`src/rtl/countdown_pkg.sv`:
```
// Shared constants for the countdown timer: FSM encoding, display modes and
// the per-digit maximum used for clamping, carry and borrow.
package countdown_pkg;

    localparam logic [1:0] ST_IDLE    = 2'd0;
    localparam logic [1:0] ST_RUN     = 2'd1;
    localparam logic [1:0] ST_PAUSE   = 2'd2;
    localparam logic [1:0] ST_EXPIRED = 2'd3;

    localparam int MODE_DEC  = 0;
    localparam int MODE_MMSS = 1;

    localparam logic [3:0] DEC_DIGIT_MAX = 4'd9;
    localparam logic [3:0] SEC_TENS_MAX  = 4'd5;

    // Digit 1 is the seconds-tens position when the display is MM:SS.
    function automatic logic [3:0] digit_max(input int mode, input int idx);
        if (mode != MODE_DEC && idx == 1) return SEC_TENS_MAX;
        return DEC_DIGIT_MAX;
    endfunction

endpackage

```
`src/rtl/bcd_digit.sv`:
```
// One loadable BCD digit with modulus MAX+1; carry/borrow out are combinational
// so a whole row of digits steps in a single cycle.
module bcd_digit
    import countdown_pkg::*;
#(
    parameter logic [3:0] MAX = DEC_DIGIT_MAX
) (
    input  logic       CLK,
    input  logic       CLR,
    input  logic       load,
    input  logic [3:0] load_val,
    input  logic       inc,
    input  logic       dec,
    output logic [3:0] q,
    output logic       carry,
    output logic       borrow
);

    assign carry  = inc && (q == MAX);
    assign borrow = dec && (q == 4'd0);

    always_ff @(posedge CLK or negedge CLR) begin
        if (!CLR)
            q <= 4'd0;
        else if (load)
            q <= (load_val > MAX) ? MAX : load_val;
        else if (inc)
            q <= carry ? 4'd0 : q + 4'd1;
        else if (dec)
            q <= borrow ? MAX : q - 4'd1;
    end

endmodule

```
`src/rtl/countdown_timer.sv`:
```
// BCD countdown timer with run/pause control, CE-driven prescaler, one-shot
// DONE on expiry and a blinking alarm indication while expired.
module countdown_timer
    import countdown_pkg::*;
#(
    parameter int DIGITS    = 4,
    parameter int TIME_MODE = MODE_MMSS,
    parameter int TICK_MOD  = 1000,
    parameter int BLINK_MOD = 250
) (
    input  logic                  CLK,
    input  logic                  CLR,
    input  logic                  CE,
    input  logic                  START,
    input  logic                  LOAD,
    input  logic [4*DIGITS-1:0]   LOAD_VAL,
    input  logic                  INC,
    output logic [4*DIGITS-1:0]   Q,
    output logic                  RUNNING,
    output logic                  DONE,
    output logic                  ALARM,
    output logic                  BLINK
);

    logic [1:0]              state, state_nxt;
    logic [15:0]             presc;
    logic [15:0]             blink_cnt;
    logic [DIGITS-1:0][3:0]  q_d;
    logic [DIGITS:0]         inc_chain, dec_chain;
    logic                    q_zero, run_tick, presc_wrap, inc_en, dec_en;
    logic                    unused_chain_out;

    assign Q          = q_d;
    assign q_zero     = (q_d == '0);
    // A START in RUN pauses without consuming the coincident CE.
    assign run_tick   = (state == ST_RUN) && !LOAD && !START && !q_zero && CE;
    assign presc_wrap = (presc == 16'(TICK_MOD - 1));
    assign dec_en     = run_tick && presc_wrap;
    assign inc_en     = (state == ST_IDLE) && INC && !LOAD;

    assign inc_chain[0] = inc_en;
    assign dec_chain[0] = dec_en;

    for (genvar i = 0; i < DIGITS; i++) begin : g_digit
        bcd_digit #(.MAX(digit_max(TIME_MODE, i))) u_digit (
            .CLK      (CLK),
            .CLR      (CLR),
            .load     (LOAD),
            .load_val (LOAD_VAL[4*i +: 4]),
            .inc      (inc_chain[i]),
            .dec      (dec_chain[i]),
            .q        (q_d[i]),
            .carry    (inc_chain[i+1]),
            .borrow   (dec_chain[i+1])
        );
    end

    // Top carry is the all-max wrap (handled by each digit); top borrow cannot
    // occur because decrement is gated on a non-zero value.
    assign unused_chain_out = inc_chain[DIGITS] ^ dec_chain[DIGITS];

    always_comb begin
        state_nxt = state;
        if (LOAD) begin
            state_nxt = ST_IDLE;
        end else begin
            case (state)
                ST_IDLE:    if (START && !q_zero) state_nxt = ST_RUN;
                ST_RUN:     if (q_zero)           state_nxt = ST_EXPIRED;
                            else if (START)       state_nxt = ST_PAUSE;
                ST_PAUSE:   if (START)            state_nxt = ST_RUN;
                ST_EXPIRED: if (START)            state_nxt = ST_IDLE;
                default:                          state_nxt = ST_IDLE;
            endcase
        end
    end

    always_ff @(posedge CLK or negedge CLR) begin
        if (!CLR) begin
            state     <= ST_IDLE;
            presc     <= '0;
            blink_cnt <= '0;
            DONE      <= 1'b0;
            RUNNING   <= 1'b0;
            ALARM     <= 1'b0;
            BLINK     <= 1'b0;
        end else begin
            state   <= state_nxt;
            DONE    <= (state == ST_RUN) && (state_nxt == ST_EXPIRED);
            RUNNING <= (state_nxt == ST_RUN);
            ALARM   <= (state_nxt == ST_EXPIRED);

            // PAUSE holds the prescaler so a resume finishes the partial step.
            if (state == ST_IDLE && state_nxt == ST_RUN)
                presc <= '0;
            else if (run_tick)
                presc <= presc_wrap ? 16'd0 : presc + 16'd1;

            if (state_nxt != ST_EXPIRED) begin
                BLINK     <= 1'b0;
                blink_cnt <= '0;
            end else if (state != ST_EXPIRED) begin
                BLINK     <= 1'b1;
                blink_cnt <= '0;
            end else if (CE) begin
                if (blink_cnt == 16'(BLINK_MOD - 1)) begin
                    blink_cnt <= '0;
                    BLINK     <= ~BLINK;
                end else begin
                    blink_cnt <= blink_cnt + 16'd1;
                end
            end
        end
    end

endmodule

```
`config.mk`:
```
export PLATFORM = sky130hd
export DESIGN_NAME = countdown_timer
export DESIGN_NICKNAME = d
export VERILOG_FILES = /design/src/rtl/countdown_pkg.sv /design/src/rtl/bcd_digit.sv /design/src/rtl/countdown_timer.sv
export SDC_FILE = /design/constraint.sdc
export NUM_CORES = 1
export LEC_CHECK = 0
export CORE_MARGIN = 3
export CORE_UTILIZATION = 38
export DETAILED_ROUTE_END_ITERATION = 16
export PLACE_DENSITY = 0.62
export SLEW_MARGIN = 20
export SYNTH_ARGS = -nofsm -noshare
export SYNTH_HDL_FRONTEND = slang
export SYNTH_SLANG_ARGS = --single-unit
export TNS_END_PERCENT = 1
```
`constraint.sdc`:
```
create_clock -name CLK -period 4.9 [get_ports CLK]
set_input_delay 0.735 -clock CLK [delete_from_list [all_inputs] [get_ports CLK]]
set_output_delay 0.735 -clock CLK [all_outputs]
set_load 0.03 [all_outputs]
```
==> results.ini, run 1 <==
[timing]
setup_viol=0
fin_crit_sh=0.617
worst_pin_slew_ns=0.952
fmax_mhz=331
worst_hold_slack_ns=0.519
drv_slew=0
hold_viol_final=0
tns_ns=0
rsz0062_at_grt=no
skew_ns=0.0114
period_minus_slack_ns=3.03
slew_headroom=0.364

[die]
core_sq_um=9500
io_pins=42
die_h_um=106
rows=35
die_area_sq_um=11200
initial_utilization=0.400
die_width_um=106

[worst_setup_path]
worstReg2RegStart=g_digit[2].u_digit.q[0]
endpoint=g_digit[3].u_digit.q[0]
worstSetupEndpointType=register
reg2reg_to=g_digit[3].u_digit.q[0]
path_class=register to register
startpoint_type=register
ff2ff_path_depth=7
cp.required_ns=5.11
ff2ff_setup_slack_ns=1.87
worstPathArrival_ns=3.24
cp-startpoint=g_digit[2].u_digit.q[0]
cp_max_fo=17

[logic_synthesis]
ys_types=70
synth_edf_count=0
netlist.top_cell.by_area=dfrtp_1
synthArstFlopShare=1.00
synthFlopType=dfrtp_1
synthAdderAreaFrac=0.0592
synth-xor-area-share=0.0507
synth_top_family_by_area=simple AND/OR/NAND/NOR gates
syn_inst=429
yosysWarnings=0
synth_mux_area_frac=0.0224
netlist_area_sq_um=3800
ys_ff_latch=54
synth-compound-area-share=0.180
yosysTopAreaCellShare=0.355
yosysSeqAreaShare=0.355
synthSimpleGateAreaFrac=0.287
yosys-top-cells-area=dfrtp_1 36%, ha_1 5.9%, nor2_1 4.2%
avgSynthCellArea_sq_um=8.87
synth_nets=469

[placed_design]
numPortBuffers=41
gp_congestion=0.885
dp_hpwl_um=6770
dpl-instance-area_sq_um=4300
placed_cells=584

[power]
peakVddDrop_mv=0.121
pwr_density_cell_nw_per_um2=269
finalPower_w=0.00119
p_leak_nw=1.73

[detailed_routing]
drtIter0Drc=162
ant_nets=0
post_drt_wl_per_cell_um=15.8
drc=0
vias=3413
dr.pass1.iters=4
via_per_inst=5.77
wl_um=9330

[finish]
design_area_sq_um=4450
diodes=0
drive_gt1_frac=0.0691
final_nets=502
fin_cells=592
area_delta_synth_final_pct=16.9

[clock_network]
cts_inserted_buffers=5
ctsResizeCount=0
cts.clk_slew.worst_paths_ns=0.11
clkSinkCount=54
ctsHoldBuffers=0
clk_path_buf_depth=2
cts_setup_buffers=0
clk_latency_ns=0.32
cts_max_level=2
cts_tree=yes
cts_root_buf=clkbuf_8

[min_path]
hold_class=input pin to async pin

[global_route]
antenna_found_initial=0
track_usage=0.171
grt_pass1_vias=3253
grt_pass1_wl_um=16000
grt_max_degree=55
grt_overflow=0

[status]
status=finished, final reports clean

[flow_run]
drv_cap=0

synth_stat cells (4+ instances only):
library cell  instances
nor4_1                7
buf_2                 5
nor3b_1               7
inv_1                19
nor3_1                7
clkbuf_1              9
mux2i_1               4
o31ai_1              10
nand3b_1              7
a22o_1                6
and2_1                6
ha_1                 18
and4_1                4
nand4_1              17
xor2_1               11
nor2_1               43
a32oi_1               5
a21oi_1              13
and3_1                7
o21ai_0              23
nor4b_1               4
or3_1                 4
xnor2_1              11
mux2_2                4
nor2b_1               5
o22ai_1               5
nand2_1              25
nand3_1              23
dfrtp_1              54
kinds of logic (layout without fill, tap and decap cells):
kind of cell,count (synthesis),after routing
mux,8,8
xor+xnor,22,22
simple gates,189,189
compound gates,99,99
flops,54,54
buf+inv,39,73
fa+ha+maj,18,18
cells in the final DEF (no fill, tap or decap), types with 4 or more instances in the layout:
cell type	instances
a21oi_1	13
a22o_1	6
a32oi_1	5
and2_1	6
and3_1	7
and4_1	4
buf_4	4
clkbuf_8	6
clkdlybuf4s50_1	40
dfrtp_1	54
ha_1	18
inv_1	19
mux2_2	4
mux2i_1	4
nand2_1	25
nand3_1	23
nand3b_1	7
nand4_1	17
nor2_1	43
nor2b_1	5
nor3_1	7
nor3b_1	7
nor4_1	7
nor4b_1	4
o21ai_0	23
o22ai_1	5
o31ai_1	10
or3_1	4
xnor2_1	11
xor2_1	11
report_power, final:
group / internal, W / switching [W] / leakage, nW
sequential: 0.000470 / 0.0000534 / 0.720
clock: 0.000218 / 0.000160 / 0.0714
combinational: 0.000126 / 0.000167 / 0.937
total: 0.000814 / 0.000380 / 1.73
state kept, by name, indices dropped and copies added (netlist names):
name / count
ALARM: 1
BLINK: 1
DONE: 1
RUNNING: 1
blink_cnt: 16
g_digit.u_digit.q: 16
presc: 16
state: 2
metrics by stage:
step,utilization,setup WS (ns)
finish,0.468,1.87
global route,0.468,1.66
CTS,0.468,1.90
detailed placement,0.453,1.62
global placement,0.453,1.68
floorplan,-,2.17
worst max-delay path, cell delays in order (launching register included):
cell and delay, ns:
dfrtp_1 0.51, inv_1 0.16, ha_1 0.24, nor3b_1 0.19
and4_1 0.42, nor4_2 0.73, mux2_2 0.41, o31a_1 0.27
area by class of cell:
type | count | area [sq um]
fill | 929 | 5060
multi-input combinational | 336 | 2280
sequential | 54 | 1350
timing repair buffer | 45 | 435
tap | 129 | 161
clock buffer | 6 | 82.6
inverter | 20 | 75.1
clock inverter | 2 | 60.1
worst min-delay path by stage:
stage	end	slack (ns)
floorplan	ALARM	0.44
global placement	blink_cnt[5]	0.51
CTS	blink_cnt[5]	0.52
finish	g_digit[1].u_digit.q[3]	0.52
global route	blink_cnt[3]	0.58
detailed placement	blink_cnt[5]	0.51
per-layer routing:
metal / up-vias / wire length, um / global-route usage
met5: - / 0 / 0
met2: 72 / 4260 / 0.267
met1: 1668 / 4460 / 0.238
li1: 1658 / - / -
met4: 0 / 148 / 0.0509
met3: 15 / 465 / 0.0346
Power figures use the tool's default switching activity.
==> inputs of run 2 (changes only) <==
==> constraint.sdc (replaced) <==
create_clock -name CLK -period 3.1 [get_ports CLK]
set_input_delay 0.465 -clock CLK [delete_from_list [all_inputs] [get_ports CLK]]
set_output_delay 0.465 -clock CLK [all_outputs]
set_load 0.03 [all_outputs]
==> run 2 against run 1 <==
Compared with the run above: non-clock buffer count increased by 12; critical path depth increased by 1; cell area is 1.3% higher; largest power group unchanged; register-to-register slack worse by 1.5 ns; worst hold slack got worse by 0.23 ns; fmax is 10% higher; setup slack lost 1.5 ns.
==> results.ini, run 2 (synthesis results as in run 1) <==
[worst_setup_path]
cp_top_family=simple AND/OR/NAND/NOR gates
worstReg2RegStart=g_digit[2].u_digit.q[0]
cp.required_ns=3.33
worstSetupEndpointType=register
cp.depth=8
cp_max_fo=14
reg2reg_to=presc[13]
worstPathArrival_ns=2.97
ff2ff_setup_slack_ns=0.36
critPathMaxStageDelay_ns=0.79
path_class=register to register
ff2ff_path_depth=8
cp-startpoint=g_digit[2].u_digit.q[0]
startpoint_type=register
cp_cell_sequence=inv_1 > ha_1 > nor3b_1 > and4_1 > buf_4 > nor4_2 > a21oi_1 > o21ai_0
path_buf_inv=2
cpMaxStageDelayCell=nor4_2
endpoint=presc[13]

[timing]
worst_pin_slew_ns=0.875
fmax_mhz=365
drv_slew=0
fin_crit_sh=0.884
rsz0062_at_grt=no
skew_ns=0.00981
hold_viol_final=0
setup_viol=0
slew_headroom=0.412
period_minus_slack_ns=2.74
tns_ns=0
setup_slack_ns=0.361

[placed_design]
gp_congestion=0.857
numPortBuffers=41
pre_cts_ws_ns=0.317
dp_hpwl_um=6870

[power]
peakVddDrop_mv=0.198
pwr_density_cell_nw_per_um2=396
clkPwrFrac=0.271
p_leak_nw=1.77
swShare=0.331
p_sw_w=0.000589
p_comb_frac=0.267
intPower_w=0.00119
pwr-share-seq=0.462
finalPower_w=0.00178

[die]
die_h_um=106
die_width_um=106
die_area_sq_um=11200
initial_utilization=0.400
io_pins=42
core_sq_um=9500
rows=35

[finish]
area_delta_synth_final_pct=18.4
mostFrequentLayoutCell=dfrtp_1
layout_common_cells=54 x dfrtp_1, 43 x nor2_1, 40 x clkdlybuf4s50_1
final_nets=514
diodes=0
drive_gt1_frac=0.0905
fin_util=0.474
top_regs=blink_cnt x16, g_digit.u_digit.q x16, presc x16

[clock_network]
cts_max_level=2
cts.clk_slew.worst_paths_ns=0.10
cts_tree=yes
clkSinkCount=54
clk_path_buf_depth=2
cts_setup_buffers=0
cts_inserted_buffers=5
ctsHoldBuffers=0
cts_root_buf=clkbuf_8
clk_latency_ns=0.31
ctsResizeCount=0

[detailed_routing]
ant_nets=0
post_drt_wl_per_cell_um=15.4
via_per_inst=5.62
drc=0
vias=3395
wl_um=9330
dr.pass1.iters=4
drtIter0Drc=159

[global_route]
grt_overflow=0
track_usage=0.172
antenna_found_initial=0
grt_pass1_wl_um=16200
grt_max_degree=55
grt_pass1_vias=3319

[min_path]
hold_class=input pin to async pin

[status]
status=finished, final reports clean

[flow_run]
drv_cap=0

-- run 2: cell types whose count changed in the layout (fill, tap and decap cells not counted) --
| cell | previous run | this run |
|---|---|---|
| clkbuf_1 | 0 | 1 |
| clkinvlp_4 | 0 | 1 |
| bufinv_16 | 2 | 1 |
| clkbuf_8 | 6 | 5 |
| buf_4 | 4 | 16 |
-- run 2: power by group through the flow --
| stage | Combinational [W] | Clock (W) | Sequential, W |
|---|---|---|---|
| finish | 0.000477 | 0.000483 | 0.000823 |
| global route | 0.000527 | 0.000529 | 0.000835 |
| CTS | 0.000480 | 0.000499 | 0.000821 |
| detailed placement | 0.000478 | 0 | 0.000835 |
| global placement | 0.000474 | 0 | 0.000835 |
| floorplan | 0.000261 | 0 | 0.000867 |
-- run 2: how the worst min path moves through the flow --
| stage | end | slack [ns] | cells after the start |
|---|---|---|---|
| 2_1_floorplan | ALARM | 0.17 | 0 |
| 3_3_place_gp | blink_cnt[5] | 0.51 | 1 |
| 3_5_place_dp | blink_cnt[3] | 0.54 | 1 |
| 4_1_cts | g_digit[0].u_digit.q[0] | 0.31 | 2 |
| 5_1_grt | g_digit[2].u_digit.q[2] | 0.34 | 2 |
| 6_report | g_digit[1].u_digit.q[3] | 0.28 | 2 |
-- run 2: metrics by stage --
stage	instances	cell area [sq um]	hold WS [ns]
2_1_floorplan	429	3800	0.169
3_3_place_gp	596	4390	0.507
3_5_place_dp	596	4390	0.537
4_1_cts	604	4500	0.310
5_1_grt	604	4500	0.341
6_report	604	4500	0.285
-- run 2: routing by layer --
metal	up-vias	part of all wire	track usage
met4	0	0.0075	0.0268
li1	1688	-	-
met3	7	0.037	0.0310
met1	1639	0.48	0.238
met2	61	0.47	0.286
met5	-	0	0
-- run 2: cell type report --
| cell class | instances | area [sq um] |
|---|---|---|
| fill | 925 | 5000 |
| multi-input combinational | 336 | 2280 |
| sequential | 54 | 1350 |
| timing repair buffer | 57 | 526 |
| tap | 129 | 161 |
| inverter | 20 | 75.1 |
| clock buffer | 6 | 72.6 |
| clock inverter | 2 | 37.5 |
==> inputs of run 3 (changes only) <==
==> constraint.sdc (replaced) <==
create_clock -name CLK -period 3.1 [get_ports CLK]
set_input_delay 0.93 -clock CLK [delete_from_list [all_inputs] [get_ports CLK]]
set_output_delay 0.93 -clock CLK [all_outputs]
set_load 0.03 [all_outputs]
==> run 3 against run 2 <==
Compared with the run above: combinational power grew 1%; core utilization grew 1.1 points; sequential power grew 0.6%; total power grew 0.69%; sequential cell count is the same; sequential share of layout area shrank 0.65 points; clock skew grew 0.0028 ns; register-to-register slack gained 0.05 ns; critical path depth shrank 1; clock-buffer cell count shrank 1; die area is the same; non-clock buffer count grew 12; largest cell class unchanged; largest power group unchanged.
==> results.ini, run 3 (synthesis results as in run 1) <==
[detailed_routing]
ant_nets=0
drc=0
dr.pass1.iters=4
via_per_inst=5.71
drtIter0Drc=101
wl_um=9530
vias=3514
post_drt_wl_per_cell_um=15.5

[clock_network]
cts_root_buf=clkbuf_8
ctsResizeCount=0
ctsHoldBuffers=0
cts_inserted_buffers=5
clk_path_buf_depth=2
clk_latency_ns=0.31
cts_setup_buffers=0
cts_tree=yes
cts_max_level=2
cts.clk_slew.worst_paths_ns=0.11
clkSinkCount=54

[die]
die_h_um=106
die_area_sq_um=11200
rows=35
core_sq_um=9500
die_width_um=106
io_pins=42
initial_utilization=0.400

[timing]
rsz0062_at_grt=no
setup_viol=0
period_minus_slack_ns=2.79
hold_viol_final=0
slew_headroom=0.531
worst_pin_slew_ns=0.701
skew_ns=0.0126
setup_slack_ns=0.315
fin_crit_sh=0.899
fmax_mhz=359
worst_hold_slack_ns=0.518
drv_slew=0

[power]
pwr_density_cell_nw_per_um2=390
peakVddDrop_mv=0.200
p_leak_nw=1.83

[flow_run]
drv_cap=0

[finish]
layout_common_cells=54 x dfrtp_1, 43 x nor2_1, 40 x clkdlybuf4s50_1
design_area_sq_um=4600
fin_cells=615
area_delta_synth_final_pct=21.0
top_regs=blink_cnt x16, g_digit.u_digit.q x16, presc x16
mostFrequentLayoutCell=dfrtp_1
final_nets=526
drive_gt1_frac=0.113
diodes=0

[global_route]
track_usage=0.174
grt_pass1_wl_um=16400
antenna_found_initial=0
grt_max_degree=55
grt_overflow=0
grt_pass1_vias=3336

[placed_design]
gp_congestion=0.883
placed_cells=608
numPortBuffers=41
dpl-instance-area_sq_um=4500
pre_cts_ws_ns=-0.00599
dp_hpwl_um=7070

[worst_setup_path]
worstSetupEndpointType=register
cp_max_fo=13
worstPathArrival_ns=2.98
cpMaxStageDelayCell=or4b_4
cp_cell_sequence=clkdlybuf4s50_1 > or4b_4 > nor4_4 > buf_4 > nor2_1 > mux2_2 > o31a_1
critPathMaxStageDelay_ns=0.49
path_class=input pin to register
startpoint_type=input pin
ff2ff_setup_slack_ns=0.41
cp.required_ns=3.30

[min_path]
hold_class=register to register

[status]
status=finished, final reports clean

-- run 3: layout make-up --
cell class	count	area, sq um
fill	922	4900
multi-input combinational	336	2280
sequential	54	1350
timing repair buffer	69	628
tap	129	161
inverter	20	75.1
clock buffer	5	68.8
clock inverter	2	38.8
-- run 3: worst paths after layout --
kind | start | end | depth (start not counted)
worst max-delay path | INC | g_digit[3].u_digit.q[0] | 7
max in group asynchronous | CLR | g_digit[3].u_digit.q[3] | 2
worst max register to register | g_digit[1].u_digit.q[0] | g_digit[1].u_digit.q[3] | 8
worst min register to register | blink_cnt[5] | blink_cnt[5] | 1
min in group asynchronous | CLR | g_digit[1].u_digit.q[2] | 2
worst min-delay path | blink_cnt[5] | blink_cnt[5] | 1
-- run 3: critical path, delay by kind of cell --
family | cells | cell delay (ns)
and+or+nand+nor | 3 | 0.79
buffers and inverters | 2 | 0.71
AOI/OAI and AO/OA | 1 | 0.28
muxes | 1 | 0.27
-- run 3: stage by stage --
| stage | utilization | power (W) | setup TNS (ns) |
|---|---|---|---|
| CTS | 0.484 | 0.00181 | 0 |
| finish | 0.484 | 0.00180 | 0 |
| detailed placement | 0.473 | 0.00133 | -0.00599 |
| global route | 0.484 | 0.00189 | 0 |
| floorplan | - | 0.00113 | 0 |
| global placement | 0.473 | 0.00132 | 0 |
-- run 3: report_power, final --
group	total [W]	internal [W]	leakage [nW]	switching, W
Sequential	0.000828	0.000743	0.720	0.0000848
Combinational	0.000484	0.000216	1.06	0.000268
Clock	0.000483	0.000238	0.0542	0.000245
-- run 3: per-layer routing --
metal  part of all wire  track usage
met1               0.48        0.241
met2               0.47        0.289
met3              0.040       0.0298
met4             0.0097       0.0342
met5                  0            0
